[src/rtl/prg_monitor_pkg.sv]
`default_nettype none
// ============================================================================
// Module   : prg_monitor_pkg
// Purpose  : Shared types and constants for the programmer monitor: the
//            command-interpreter state encoding, the ASCII command bytes it
//            recognises and the reply bytes it sends back.
// Revision : 1.0  initial release
// ============================================================================
package prg_monitor_pkg;

  typedef enum logic [2:0] {
    S_IDLE = 3'd0,
    S_ADDR = 3'd1,
    S_LEN  = 3'd2,
    S_DATA = 3'd3,
    S_WR   = 3'd4,
    S_RD   = 3'd5,
    S_TX   = 3'd6
  } state_t;

  localparam logic [7:0] CMD_W = 8'h57;  // 'W' write one byte
  localparam logic [7:0] CMD_R = 8'h52;  // 'R' read one byte
  localparam logic [7:0] CMD_D = 8'h44;  // 'D' dump len bytes
  localparam logic [7:0] CMD_L = 8'h4C;  // 'L' load len bytes
  localparam logic [7:0] CMD_G = 8'h47;  // 'G' release CPU
  localparam logic [7:0] CMD_H = 8'h48;  // 'H' hold CPU

  localparam logic [7:0] RSP_OK  = 8'h4B;  // 'K'
  localparam logic [7:0] RSP_ERR = 8'h3F;  // '?'

endpackage
`default_nettype wire

[src/rtl/prg_monitor.sv]
`default_nettype none
// ============================================================================
// Module   : prg_monitor
// Purpose  : Byte-stream command interpreter owning the CPU's programmer
//            memory port. Executes W/R/D/L/G/H commands received from a UART
//            receiver and returns reply bytes to a UART transmitter. Holds the
//            CPU in reset (cpu_hold) until released with 'G'.
// Ports    : clock        system clock (memory port runs on the same clock)
//            reset        asynchronous, active-low reset
//            rx_data/rx_valid   received byte + one-cycle strobe
//            tx_data/tx_valid/tx_ready   reply byte, valid/ready handshake
//            prg_we/prg_MA/prg_WD/prg_RD programmer memory port
//            cpu_hold     CPU held in reset while high
//            busy         interpreter is not idle
//            err_overrun  sticky: a received byte was dropped
// Revision : 1.0  initial release
// ============================================================================
module prg_monitor
  import prg_monitor_pkg::*;
#(
  parameter int          READ_LAT    = 1,
  parameter logic [23:0] TIMEOUT_CYC = 24'd5_000_000
) (
  input  logic       clock,
  input  logic       reset,
  input  logic [7:0] rx_data,
  input  logic       rx_valid,
  output logic [7:0] tx_data,
  output logic       tx_valid,
  input  logic       tx_ready,
  output logic       prg_we,
  output logic [7:0] prg_MA,
  output logic [7:0] prg_WD,
  input  logic [7:0] prg_RD,
  output logic       cpu_hold,
  output logic       busy,
  output logic       err_overrun
);

  localparam logic [7:0] c_read_lat = 8'(READ_LAT);

  state_t      r_state;
  logic        r_is_dump;   // current memory command reads (R/D) vs writes (W/L)
  logic        r_single;    // W/R: length is implicitly 1, no length byte
  logic [8:0]  r_rem;       // bytes remaining including the current one; 256 fits
  logic [7:0]  r_lat_cnt;   // cycles spent in S_RD waiting for prg_RD
  logic [23:0] r_tmo;       // idle cycles since last byte while collecting operands

  logic w_collect;
  logic w_tmo_hit;

  assign w_collect = (r_state == S_ADDR) || (r_state == S_LEN) || (r_state == S_DATA);
  assign w_tmo_hit = (TIMEOUT_CYC != 24'd0) && (r_tmo == TIMEOUT_CYC - 24'd1);
  assign busy      = (r_state != S_IDLE);

  always_ff @(posedge clock or negedge reset) begin
    if (!reset) begin
      r_state     <= S_IDLE;
      r_is_dump   <= 1'b0;
      r_single    <= 1'b0;
      r_rem       <= 9'd0;
      r_lat_cnt   <= 8'd0;
      r_tmo       <= 24'd0;
      tx_data     <= 8'h00;
      tx_valid    <= 1'b0;
      prg_we      <= 1'b0;
      prg_MA      <= 8'h00;
      prg_WD      <= 8'h00;
      cpu_hold    <= 1'b1;
      err_overrun <= 1'b0;
    end else begin
      // Operand inactivity timer; any accepted byte or leaving the operand
      // states restarts it.
      if (w_collect && !rx_valid) r_tmo <= r_tmo + 24'd1;
      else                        r_tmo <= 24'd0;

      // The interpreter has no input buffer: bytes arriving while it is busy
      // with memory or the transmitter are lost and flagged.
      if (rx_valid && ((r_state == S_WR) || (r_state == S_RD) || (r_state == S_TX)))
        err_overrun <= 1'b1;

      case (r_state)
        S_IDLE: begin
          if (rx_valid) begin
            case (rx_data)
              CMD_W: begin r_is_dump <= 1'b0; r_single <= 1'b1; r_state <= S_ADDR; end
              CMD_L: begin r_is_dump <= 1'b0; r_single <= 1'b0; r_state <= S_ADDR; end
              CMD_R: begin r_is_dump <= 1'b1; r_single <= 1'b1; r_state <= S_ADDR; end
              CMD_D: begin r_is_dump <= 1'b1; r_single <= 1'b0; r_state <= S_ADDR; end
              CMD_G: begin
                cpu_hold  <= 1'b0;
                r_is_dump <= 1'b0;
                tx_data   <= RSP_OK;
                tx_valid  <= 1'b1;
                r_state   <= S_TX;
              end
              CMD_H: begin
                cpu_hold  <= 1'b1;
                r_is_dump <= 1'b0;
                tx_data   <= RSP_OK;
                tx_valid  <= 1'b1;
                r_state   <= S_TX;
              end
              default: begin
                r_is_dump <= 1'b0;
                tx_data   <= RSP_ERR;
                tx_valid  <= 1'b1;
                r_state   <= S_TX;
              end
            endcase
          end
        end

        S_ADDR: begin
          if (rx_valid) begin
            prg_MA <= rx_data;
            if (r_single) begin
              r_rem     <= 9'd1;
              r_lat_cnt <= 8'd0;
              r_state   <= r_is_dump ? S_RD : S_DATA;
            end else begin
              r_state <= S_LEN;
            end
          end else if (w_tmo_hit) begin
            r_state <= S_IDLE;
          end
        end

        S_LEN: begin
          if (rx_valid) begin
            r_rem     <= (rx_data == 8'h00) ? 9'd256 : {1'b0, rx_data};
            r_lat_cnt <= 8'd0;
            r_state   <= r_is_dump ? S_RD : S_DATA;
          end else if (w_tmo_hit) begin
            r_state <= S_IDLE;
          end
        end

        S_DATA: begin
          if (rx_valid) begin
            prg_WD  <= rx_data;
            prg_we  <= 1'b1;
            r_state <= S_WR;
          end else if (w_tmo_hit) begin
            r_state <= S_IDLE;
          end
        end

        S_WR: begin
          prg_we <= 1'b0;
          prg_MA <= prg_MA + 8'd1;
          r_rem  <= r_rem - 9'd1;
          if (r_rem == 9'd1) begin
            tx_data  <= RSP_OK;
            tx_valid <= 1'b1;
            r_state  <= S_TX;
          end else begin
            r_state <= S_DATA;
          end
        end

        S_RD: begin
          // prg_MA has been stable since entry; prg_RD is valid READ_LAT
          // cycles later, so capture on the (READ_LAT+1)-th cycle.
          if (r_lat_cnt == c_read_lat) begin
            tx_data  <= prg_RD;
            tx_valid <= 1'b1;
            r_state  <= S_TX;
          end else begin
            r_lat_cnt <= r_lat_cnt + 8'd1;
          end
        end

        S_TX: begin
          if (tx_ready) begin
            tx_valid <= 1'b0;
            if (r_is_dump && (r_rem != 9'd1)) begin
              prg_MA    <= prg_MA + 8'd1;
              r_rem     <= r_rem - 9'd1;
              r_lat_cnt <= 8'd0;
              r_state   <= S_RD;
            end else begin
              r_state <= S_IDLE;
            end
          end
        end

        default: r_state <= S_IDLE;
      endcase
    end
  end

endmodule
`default_nettype wire

[config.mk]
export PLATFORM = sky130hd
export DESIGN_NAME = prg_monitor
export DESIGN_NICKNAME = d
export VERILOG_FILES = /design/src/rtl/prg_monitor_pkg.sv /design/src/rtl/prg_monitor.sv
export SDC_FILE = /design/constraint.sdc
export NUM_CORES = 1
export LEC_CHECK = 0
export CAP_MARGIN = 20
export CELL_PAD_IN_SITES_DETAIL_PLACEMENT = 1
export CELL_PAD_IN_SITES_GLOBAL_PLACEMENT = 1
export CORE_UTILIZATION = 47
export DETAILED_ROUTE_END_ITERATION = 6
export GPL_ROUTABILITY_DRIVEN = 0
export PLACE_DENSITY_LB_ADDON = 0.1
export SYNTH_ARGS = -nofsm -noshare
export SYNTH_HDL_FRONTEND = slang
export SYNTH_SLANG_ARGS = --single-unit
[constraint.sdc]
create_clock -name clock -period 5.95 [get_ports clock]
set_clock_uncertainty 0.2 [all_clocks]
set_input_delay 1.19 -clock clock [delete_from_list [all_inputs] [get_ports clock]]
set_output_delay 1.19 -clock clock [all_outputs]
set_load 0.01 [all_outputs]
==> flow_summary_export.csv <==
group,metric,value,unit
outcome,status,"complete, no violations",
critical_path,r2r-end,"tx_data[6]",
floorplanning,core.rowCount,34,
grt,grt_pass1_wl,19000,um
synth,synth_area_per_cell,9.30,sq um
clock_network,cts_buffer_depth,2,
route,drtPass1Iterations,4,
clock_network,clock_sinks,74,
pwr,cellPowerDensity,450,mW/mm^2
sta,fmax,279,MHz
final_layout,nFillCells,1002,
clock_network,cts_tree,"done",
floorplanning,die_y,97.2,um
critical_path,rrSetupSlack,3230,ps
clock_network,post_cts_resized,0,
synth,synth_area,0.00426,sq mm
critical_path,reg2reg_depth,4,
sta,fin_crit,3580,ps
grt,grt_use_total,25.0,%
min_path,min_path_cells,1,
min_path,hold_start,"err_overrun",
final_layout,antennaDiodeCount,0,
sta,relSlewSlack,37.5,%
clock_network,ctsHoldBuffers,0,
floorplanning,core,0.00876,sq mm
sta,fin_ws,2370,ps
pwr,p_leak,0.00210,uW
synth,synthArstFlopShare,100,%
sta,setup_tns,0,ps
grt,grt_max_degree,75,
route,via_per_inst,5.96,
synth,synth_cells,458,
grt,overflow,0,
synth,synth_edf_count,0,
route,ant_nets,0,
clock_network,cts_root_buffer,"clkbuf_8",
placement,dpl.hpwl,7610,um
grt,grt_pass1_vias,3705,
synth,syn-num-nets,484,
final_layout,drive_above_1_share,8.96,%
final_layout,nets,523,
route,drc,0,
placement,post-place-ws,2100,ps
min_path,min_to,"err_overrun",
synth,yosys_most_used_dff,"dfrtp_1",
sta,slew_viol_final,0,
critical_path,cp.required,4560,ps
sta,setup_violations,0,
floorplanning,die_area,0.00944,sq mm
floorplanning,pin_count,49,
route,initialDrtViolationCount,213,
floorplanning,start_util,48.6,%
sta,rsz0062_at_grt,"no",
critical_path,r2r_start,"r_state[0]",
route,vias,3636,
grt,grt_antenna_before_repair,0,
sta,fin_crit_sh,60.2,%
final_layout,final_core_util,57.0,%
clock_network,cts.htree.levels,3,
job,cap_violations,0,
clock_network,path_clk_slew,80,ps
synth,ys_seq_area_share,43.5,%
placement,numPortBuffers,48,
critical_path,start_kind,"flip-flop",
sta,worstMarginPinSlew,937,ps
critical_path,cp_max_fo,18,
route,wl,11000,um
critical_path,arrival,2190,ps
synth,synth_warnings,0,
synth,synth.distinct_cells,65,
floorplanning,die_x,97.2,um
clock_network,clk_latency,350,ps
clock_network,cts_buffers,9,
route,post_drt_wl_per_cell,18.1,um
synth,synth-seq-cells,74,
pwr,ir_drop,0.170,mV
critical_path,crit_type,"flip-flop to primary output",
pwr,finalPower,2250,uW
sta,finalHoldViolCount,0,
clock_network,post_cts_buffers,0,
critical_path,end_kind,"primary output",
min_path,min-delay-path-class,"flip-flop to flip-flop",
final_layout,syn2layout_area_growth,17.3,%
worst max-delay path, stage by stage, from the launching register on:
cell             delay (ps)
dfrtp_1                 730
inv_1                   360
nand2_1                 200
clkdlybuf4s50_1         550
stage by stage:
step,instance area (sq um),hold slack [ps],cells
global placement,4740,287,594
detailed placement,4740,295,594
finish,4990,309,610
CTS,4990,313,610
global route,4990,329,610
floorplan,4260,271,458
sequential cells by signal, summed over array words and instances, names as in the netlist:
register / cells
err_overrun: 1
tx_data: 8
r_rem: 9
r_state: 3
prg_MA: 8
r_lat_cnt: 8
cpu_hold: 1
r_is_dump: 1
r_tmo: 24
prg_WD: 8
prg_we: 1
tx_valid: 1
r_single: 1
worst max-delay path by stage:
stage,end,slack (ps),startpoint,cells past startpoint
2_1_floorplan,tx_data[6],3110,rx_data[4],7
3_3_place_gp,tx_data[6],2220,rx_data[2],6
3_5_place_dp,tx_data[6],2100,rx_data[4],6
4_1_cts,busy,2390,r_state[2],3
5_1_grt,busy,2190,r_state[2],3
6_report,busy,2370,r_state[2],3
cells in the mapped netlist (all sizes together) (5+ instances only):
master,instances,area share (%)
nand3,18,2.1
nor2b,6,0.88
a31oi,12,1.8
nor3,12,1.5
and3,9,1.3
xor2,16,3.3
nor4,5,1.4
dfrtp,73,43
buf,8,1.4
o21ai,44,5.2
mux2i,10,2.4
nand4,9,1.5
ha,6,1.8
mux2,9,2.5
a21oi,29,3.6
nand2,28,2.5
nor2,63,5.6
inv,16,1.4
xnor2,5,1.0
nor4b,5,1.5
clkbuf,14,1.9
layout make-up:
| cell class | count | area [sq um] | share of cell area, % |
|---|---|---|---|
| clock buffer | 10 | 138 | 2.76 |
| multi-input combinational | 345 | 2200 | 44.0 |
| sequential | 74 | 1850 | 37.1 |
| clock inverter | 6 | 114 | 2.28 |
| tap | 108 | 135 | 2.71 |
| timing repair buffer | 50 | 493 | 9.87 |
| inverter | 17 | 63.8 | 1.28 |
cells in the final DEF, fill, tap and decap left out, drive strengths merged, types with 3 or more instances in the layout:
cell type	n
dfrtp	73
nor2	63
clkdlybuf4s50	47
o21ai	44
a21oi	29
nand2	28
nand3	18
inv	16
xor2	16
a31oi	12
nor3	12
mux2i	10
clkbuf	10
and3	9
nand4	9
mux2	9
nor2b	6
ha	6
xnor2	5
nor4b	5
nor4	5
o22a	4
nor3b	4
a22oi	4
a211oi	4
a32oi	4
or3	3
o21a	3
nand2b	3
bufinv	3
buf	3
routing by layer:
metal | vias up | global-route usage [%] | share of wire [%]
li1 | 1739 | - | -
met1 | 1833 | 33.4 | 45
met2 | 52 | 42.1 | 51
met3 | 12 | 3.96 | 2.5
met4 | 0 | 7.00 | 1.2
met5 | - | 0 | 0
logic make-up after synthesis:
group,after synthesis,synth area share (%)
AOI/OAI and AO/OA,125,19.1
xor gates and xnor gates,21,4.32
DFF,74,43.5
buffers and inverters,39,4.88
muxes,19,4.82
and+or+nand+nor,174,21.6
adders and majority gates,6,1.76
where the power goes:
| part | switching, uW | internal, uW |
|---|---|---|
| Combinational | 532 | 428 |
| Sequential | 163 | 628 |
| Clock | 206 | 291 |
| Total | 901 | 1350 |
No activity file was read; power rests on OpenSTA's default activity.
